### config.mk
export PLATFORM = sky130hd
export DESIGN_NAME = display_value_port
export DESIGN_NICKNAME = d
export VERILOG_FILES = /design/src/rtl/display_value_port.sv
export SDC_FILE = /design/constraint.sdc
export NUM_CORES = 1
export LEC_CHECK = 0
export ABC_CLOCK_PERIOD_IN_PS = 2550
export BUFFER_PORTS_ARGS = -buffer_cell sky130_fd_sc_hd__buf_2
export CAP_MARGIN = 20
export CELL_PAD_IN_SITES_DETAIL_PLACEMENT = 2
export CELL_PAD_IN_SITES_GLOBAL_PLACEMENT = 2
export CORE_ASPECT_RATIO = 0.9
export CORE_MARGIN = 8
export CORE_UTILIZATION = 41
export CTS_BUF_LIST = sky130_fd_sc_hd__clkbuf_2 sky130_fd_sc_hd__clkbuf_4 sky130_fd_sc_hd__clkbuf_8
export CTS_CLUSTER_SIZE = 30
export DETAILED_ROUTE_END_ITERATION = 6
export PLACE_DENSITY = 0.91
export REMOVE_ABC_BUFFERS = 1
export SETUP_SLACK_MARGIN = 0.1
export SLEW_MARGIN = 0
export SYNTH_ARGS = -nofsm -noshare
export SYNTH_HDL_FRONTEND = slang
export SYNTH_SLANG_ARGS = --single-unit
### constraint.sdc
create_clock -name clk -period 2.55 [get_ports clk]
set_input_delay 0.1275 -clock clk [delete_from_list [all_inputs] [get_ports clk]]
set_output_delay 0.1275 -clock clk [all_outputs]
set_load 0.05 [all_outputs]
### src/rtl/display_value_port.sv
// display_value_port: CPU output port feeding the signed seven-segment BCD
// display driver. Buffers the latest write, forwards it at a throttled tick
// rate, and lets a debounced push-button freeze the displayed value.
// Optional build macro: DISP_CLAMP_EN (forward -128 as -127 at transfer).
module display_value_port #(
  parameter int unsigned UPDATE_DIV      = 5000000,
  parameter int unsigned DEBOUNCE_CYCLES = 1000000
) (
  input  logic       clk,
  input  logic       rst,
  input  logic       wr_en,
  input  logic [7:0] wr_data,
  input  logic       freeze_btn,
  output logic [7:0] num,
  output logic       frozen,
  output logic       pending
);

  localparam int unsigned DIV_W = (UPDATE_DIV > 1) ? $clog2(UPDATE_DIV) : 1;
  localparam int unsigned DEB_W = (DEBOUNCE_CYCLES > 1) ? $clog2(DEBOUNCE_CYCLES + 1) : 1;
  localparam logic [DIV_W-1:0] DIV_LAST = DIV_W'(UPDATE_DIV - 1);
  localparam logic [DEB_W-1:0] DEB_LAST = DEB_W'(DEBOUNCE_CYCLES - 1);

  logic [7:0]       pend_reg;
  logic [DIV_W-1:0] div_cnt;
  logic             tick_c;
  logic [1:0]       sync_q;
  logic             btn_level_c;
  logic             btn_state;
  logic [DEB_W-1:0] stable_cnt;
  logic [7:0]       xfer_val_c;

  assign tick_c      = (div_cnt == DIV_LAST);
  assign btn_level_c = sync_q[1];

  // Value presented to the driver at transfer, optionally clamped to 7-bit magnitude
  always_comb begin
    xfer_val_c = pend_reg;
`ifdef DISP_CLAMP_EN
    if (pend_reg == 8'h80) begin
      xfer_val_c = 8'h81;
    end
`else
`endif
  end

  // Free-running update divider; tick marks the last count of each period
  always_ff @(posedge clk or posedge rst) begin
    if (rst) begin
      div_cnt <= '0;
    end else if (tick_c) begin
      div_cnt <= '0;
    end else begin
      div_cnt <= div_cnt + DIV_W'(1);
    end
  end

  // Write capture and tick-gated transfer to the display register
  always_ff @(posedge clk or posedge rst) begin
    if (rst) begin
      pend_reg <= 8'h00;
      pending  <= 1'b0;
      num      <= 8'h00;
    end else begin
      if (wr_en) begin
        pend_reg <= wr_data;
      end
      if (tick_c && pending && !frozen) begin
        num     <= xfer_val_c;
        pending <= wr_en;
      end else if (wr_en) begin
        pending <= 1'b1;
      end
    end
  end

  // Two-flop synchronizer for the raw button
  always_ff @(posedge clk or posedge rst) begin
    if (rst) begin
      sync_q <= 2'b00;
    end else begin
      sync_q <= {sync_q[0], freeze_btn};
    end
  end

  // Debounce: accept a new level after it has differed for DEBOUNCE_CYCLES cycles;
  // each accepted press toggles freeze
  always_ff @(posedge clk or posedge rst) begin
    if (rst) begin
      btn_state  <= 1'b0;
      stable_cnt <= '0;
      frozen     <= 1'b0;
    end else if (btn_level_c == btn_state) begin
      stable_cnt <= '0;
    end else if (stable_cnt == DEB_LAST) begin
      stable_cnt <= '0;
      btn_state  <= btn_level_c;
      if (btn_level_c) begin
        frozen <= ~frozen;
      end
    end else begin
      stable_cnt <= stable_cnt + DEB_W'(1);
    end
  end

endmodule

* Word-level counts from Yosys, hierarchy flattened *
Cells that the tools add are included.
Widths: inputs -> output; s select.

word-level totals
  ROM bits = 0
  logic and storage cells = 26
  register bits after elaboration = 64
  memories kept = 0
  bits in latches = 0
  input bits = 12
  RAM bits = 0
  output and inout bits = 10

operators by class
  reduce and logical (&&, ||, !) cells = 6
  multiply operators = 0
  add/sub/neg operators = 2
  mux-type cells = 5
  shift-type cells = 0
  divide/modulo/power cells = 0
  equality and inequality tests = 3
  bitwise logic cells = 2
  $lt $le $gt $ge = 0

operators with widths
  operator               number
  $mux 20                2
  $add 23x1->23 const B  1
  $eq 23x23->1 const B   1
  $mux 23                1
  $add 20x1->20 const B  1
  $eq 20x20->1 const B   1
  $reduce_and 3->1       1
  $logic_and 1x1->1      2
  $mux 1                 2
  $not 1->1              2
  $reduce_and 2->1       1
  $reduce_bool 2->1      1
  $eq 1x1->1             1
  $logic_not 1->1        1

* Logic depth before layout (Yosys ltp) *
  depth after elaboration = 4
  gate-level depth with buffers = 6

* Worst setup path before layout *
OpenSTA, ideal clock, no wires.

  kind = reg2reg
  start = register stable_cnt[0]
  end = register stable_cnt[18]
  arrival time = 1.933 ns
  cell stages (with the launch flop) = 7
  path slack = 0.538 ns
  library setup time = 0.078 ns
  required time = 2.472 ns
  path through = dfrtp_1 ha_1 nand3_1 or4_1 buf_2 or4_1 a21oi_1

on the way
  cells in the longest elaborated chain, start to end = 3
  elaborated cells between the ends (all ways) = 4
  those cells by class = 1 x add/sub; 1 x eq/ne; 2 x mux

RTL lines
  element                                        RTL line  text
  start, declared                                30        logic [DEB_W-1:0] stable_cnt;
  start signal, assigned                         102       stable_cnt <= stable_cnt + DEB_W'(1);
  $add 20x1->20 or $eq 20x20->1 (tied branches)  102, 95
  $mux 20 *                                      95        end else if (stable_cnt == DEB_LAST) begin
  $mux 20 *                                      93        end else if (btn_level_c == btn_state) begin

Mark *: on every way between the ends. The rest lies on a longest branch, timed or not.
A chain may end at the register's enable or synchronous reset.

* Worst setup path after layout *
Same ends and word-level chain as after synthesis.

==> metrics.txt <==
# TYPE chip_impl_metric gauge
chip_impl_metric{name="hold-worst-slack",unit="ps"} 23.0
chip_impl_metric{name="drt_iter0_drc",unit=""} 83
chip_impl_metric{name="critical_path_peak_fanout",unit=""} 7
chip_impl_metric{name="cts_made_buffers",unit=""} 9
chip_impl_metric{name="layout_setup_ws",unit="ps"} 290
chip_impl_metric{name="crit_required",unit="ps"} 2810
chip_impl_metric{name="cp.arrival",unit="ps"} 2520
chip_impl_metric{name="p_switching",unit="µW"} 482
chip_impl_metric{name="final-instance-count-excl-fill",unit=""} 388
chip_impl_metric{name="syn_inst",unit=""} 258
chip_impl_metric{name="synth-seq-area-share",unit="%"} 55.6
chip_impl_metric{name="pin_count_of_the_biggest_net_entering_global_routing",unit=""} 30
chip_impl_metric{name="max_freq",unit="MHz"} 443
chip_impl_metric{name="crit_buf_inv",unit=""} 0
chip_impl_metric{name="cts_max_path_buffers",unit=""} 2
chip_impl_metric{name="drive_above_1_share",unit="%"} 22.4
chip_impl_metric{name="synth.area.mux_share",unit="%"} 6.99
chip_impl_metric{name="grt_pass1_wl",unit="µm"} 15000
chip_impl_metric{name="synthesized_area_fraction_occupied_by_ao_oa_aoi_and_oai_cells",unit="%"} 4.43
chip_impl_metric{name="synth-seq-cells",unit=""} 64
chip_impl_info{name="reg.largest.list",value="div_cnt x23, stable_cnt x20"} 1
chip_impl_metric{name="setup_total_negative_slack",unit="ps"} 0
chip_impl_info{name="end_kind",value="flip-flop"} 1
chip_impl_metric{name="ff_latch_area",unit="µm²"} 1600
chip_impl_metric{name="grt.overflow.total",unit=""} 0
chip_impl_metric{name="leakage",unit="nW"} 1.48
chip_impl_metric{name="post_synth_fa_ha_maj_area_fraction",unit="%"} 1.30
chip_impl_metric{name="layout.nets",unit=""} 305
chip_impl_info{name="ctsRootBufferMaster",value="clkbuf_8"} 1
chip_impl_metric{name="final.period_utilization",unit="%"} 88.6
chip_impl_metric{name="hold_viol_final",unit=""} 0
chip_impl_info{name="critical-path-top-delay-family",value="simple AND/OR/NAND/NOR gates"} 1
chip_impl_metric{name="wl_per_cell",unit="µm"} 24.7
chip_impl_info{name="holdCritPathClass",value="input pin to flip-flop"} 1
chip_impl_metric{name="p_sw_share",unit="%"} 25.0
chip_impl_metric{name="post_synth_num_cell_types",unit=""} 34
chip_impl_info{name="regMostFlops",value="div_cnt"} 1
chip_impl_metric{name="vdd_drop_max",unit="V"} 0.000232
chip_impl_metric{name="critical-path-max-stage-delay",unit="ps"} 610
chip_impl_metric{name="htree_levels",unit=""} 3
chip_impl_metric{name="cts_sinks",unit=""} 64
chip_impl_metric{name="cts.reportedPaths.clkPinSlew",unit="ps"} 80
chip_impl_metric{name="num_vias",unit=""} 2214
chip_impl_metric{name="power.clock.fraction",unit="%"} 41.9
chip_impl_info{name="tritoncts",value="done"} 1
chip_impl_metric{name="antennaDiodeCount",unit=""} 0
chip_impl_metric{name="largest_reg_flops",unit=""} 23
chip_impl_metric{name="rel_slew_slack",unit="%"} 56.1
chip_impl_info{name="worst-setup-path-type",value="flip-flop to flip-flop"} 1
chip_impl_metric{name="synthXorXnorAreaFrac",unit="%"} 9.12
chip_impl_metric{name="core_region_area",unit="µm²"} 6930
chip_impl_metric{name="detail-route-antenna-nets",unit=""} 0
chip_impl_metric{name="dpl_worst_slack",unit="ps"} 253
chip_impl_metric{name="clock_skew",unit="ps"} 14.8
chip_impl_info{name="unrepaired_setup_endpoints_after_global_routing",value="false"} 1
chip_impl_info{name="main_combinational_cell_family_by_area_after_synthesis",value="simple AND/OR/NAND/NOR gates"} 1
chip_impl_metric{name="grt_pass1_vias",unit=""} 2638
chip_impl_metric{name="pwr_density_cell",unit="nW/µm²"} 582
chip_impl_metric{name="syn_avg_cell_area",unit="µm²"} 11.2
chip_impl_metric{name="num_rows",unit=""} 29
chip_impl_metric{name="timing.final.max_slew_violations",unit=""} 0
chip_impl_metric{name="drv.max_cap_violation_count",unit=""} 0
chip_impl_metric{name="synth-simple-area-share",unit="%"} 20.3
chip_impl_info{name="cpMaxStageDelayCell",value="or4_4"} 1
chip_impl_metric{name="routed_via_density",unit=""} 5.71
chip_impl_metric{name="drt_first_pass_iters",unit=""} 4
chip_impl_metric{name="area_growth",unit="%"} 15.2
chip_impl_metric{name="hpwl_detailed",unit="µm"} 5590
chip_impl_metric{name="place_congestion",unit=""} 0.726
chip_impl_metric{name="chipWidth",unit="µm"} 104
chip_impl_metric{name="port-buffer-count",unit=""} 21
chip_impl_metric{name="insertion_delay",unit="ps"} 340
chip_impl_metric{name="worst-slew-pin-transition",unit="ps"} 649
chip_impl_metric{name="global_route.usage.total",unit="%"} 19.4
chip_impl_metric{name="mappedNetlistArea",unit="µm²"} 2880
chip_impl_metric{name="final.min_clock_period",unit="ps"} 2260
chip_impl_metric{name="detail_route.drc_violations",unit=""} 0
chip_impl_metric{name="multiInputGateArea",unit="µm²"} 1220
chip_impl_metric{name="portion_of_total_power_attributed_to_combinational_logic",unit="%"} 3.6
chip_impl_metric{name="antenna_found_initial",unit=""} 0
chip_impl_metric{name="power_frac_seq",unit="%"} 54.5
chip_impl_metric{name="die_area",unit="µm²"} 9970
chip_impl_info{name="startpoint_type",value="flip-flop"} 1
chip_impl_metric{name="number_of_instances_in_the_placed_design",unit=""} 369
chip_impl_metric{name="die_h",unit="µm"} 95.5
chip_impl_metric{name="drt-total-wl",unit="µm"} 9570
chip_impl_metric{name="p_int",unit="mW"} 1.45
chip_impl_metric{name="yosys_warnings",unit=""} 0
chip_impl_metric{name="top_level_ports",unit=""} 22
chip_impl_info{name="outcome",value="finished, final reports clean"} 1
chip_impl_metric{name="start_util",unit="%"} 41.6
chip_impl_metric{name="setup-violations-final",unit=""} 0
chip_impl_info{name="critical_path.cell_chain",value="ha_1 -> nand3_1 -> or4_4 -> or4_1 -> a21oi_1"} 1
chip_impl_metric{name="num-fill-cells",unit=""} 703
## Yosys cell counts
cell        n  share of area [%]
nand4_1    12                2.6
nand2b_1    1               0.22
nor4_1      4               0.87
nor2_1     29                3.8
nor2b_1     1               0.22
a31o_2      1               0.30
and2_1      2               0.43
xnor2_1    18                5.5
and3_2      1               0.26
o31ai_1     4                1.0
mux2_2     17                6.6
inv_1       9                1.2
and3_1      7                1.5
dfrtp_1    64                 56
nand3b_1    1               0.26
o221ai_1    1               0.30
ha_1        3                1.3
or3_1       4               0.87
xor2_1     12                3.6
nand3_4     1               0.61
and4_1      5                1.5
or3b_2      1               0.30
mux2i_1     1               0.35
nand2_1    10                1.3
a21o_1      2               0.52
nand4bb_1   1               0.39
nor4b_1     2               0.61
nor3_1      3               0.52
a21oi_1     8                1.4
or4_1       6                1.6
nand3_1    14                2.4
clkbuf_1    7               0.91
buf_2       1               0.17
o21ai_0     5               0.87
## cell families after synthesis
group | Yosys count
AND/OR/NAND/NOR | 105
buffers and inverters | 17
XOR/XNOR | 30
AO/OA/AOI/OAI | 21
multiplexers | 18
flip-flops | 64
adder cells (fa/ha/maj) | 3
## power by group through the flow
stage	Sequential (mW)	Clock, mW	Combinational [mW]
detailed placement	1.07	0	0.0666
global route	1.05	0.848	0.0786
global placement	1.06	0	0.0625
finish	1.05	0.809	0.0700
floorplan	1.06	0	0.0393
CTS	1.05	0.818	0.0718
## area by class of cell
type	count	share of cell area, %
clock inverters	5	0.981
well taps	93	3.51
inverters	9	1.02
clock buffers	11	4.38
repair buffers	29	5.13
multi-input cells	177	36.7
flip-flops and latches	64	48.3
## timing repair
item / CTS / global route
endpoints found under the setup margin: 0 / 9
resized for setup: 0 / 1
setup buffers: 0 / 1
hold buffers: 2 / 0
endpoints found under the hold margin: 12 / 0
## worst paths after layout
kind / end / start / cells after the start / slack, ps
worst max-delay path: stable_cnt[18] / stable_cnt[0] / 5 / 290
worst max register to register: stable_cnt[18] / stable_cnt[0] / 5 / 290
worst min-delay path: pend_reg[7] / wr_data[7] / 2 / 20
max in group asynchronous: stable_cnt[17] / rst / 4 / 1610
min in group asynchronous: div_cnt[18] / rst / 3 / 280
worst min register to register: sync_q[1] / sync_q[0] / 0 / 410
## per-layer routing
| metal | global-route usage (%) | up-vias | wire length (µm) |
|---|---|---|---|
| li1 | - | 972 | - |
| met1 | 21.4 | 1174 | 4030 |
| met3 | 4.32 | 18 | 328 |
| met5 | 0 | - | 0 |
| met2 | 35.8 | 50 | 5010 |
| met4 | 8.18 | 0 | 201 |
## through the flow
step	utilization [%]	cell area (µm²)	total power [mW]
CTS	47.7	3310	1.94
detailed placement	44.8	3110	1.13
global placement	44.8	3110	1.13
floorplan	-	2850	1.10
finish	47.9	3320	1.93
global route	47.9	3320	1.98
## cells in the final DEF (no fill, tap or decap), types with 4 or more instances in the layout
cell / instances
or4_1: 5
o31ai_1: 4
mux2_2: 17
nand2_1: 10
nand4_1: 12
buf_2: 21
o21ai_0: 5
inv_1: 8
and3_1: 7
xnor2_1: 18
nor2_1: 29
nand3_1: 14
and4_1: 5
clkbuf_8: 10
xor2_1: 12
nor4_1: 4
buf_4: 6
or3_1: 4
a21oi_1: 8
dfrtp_1: 64
Note: power is estimated with default switching activity, not from simulation.
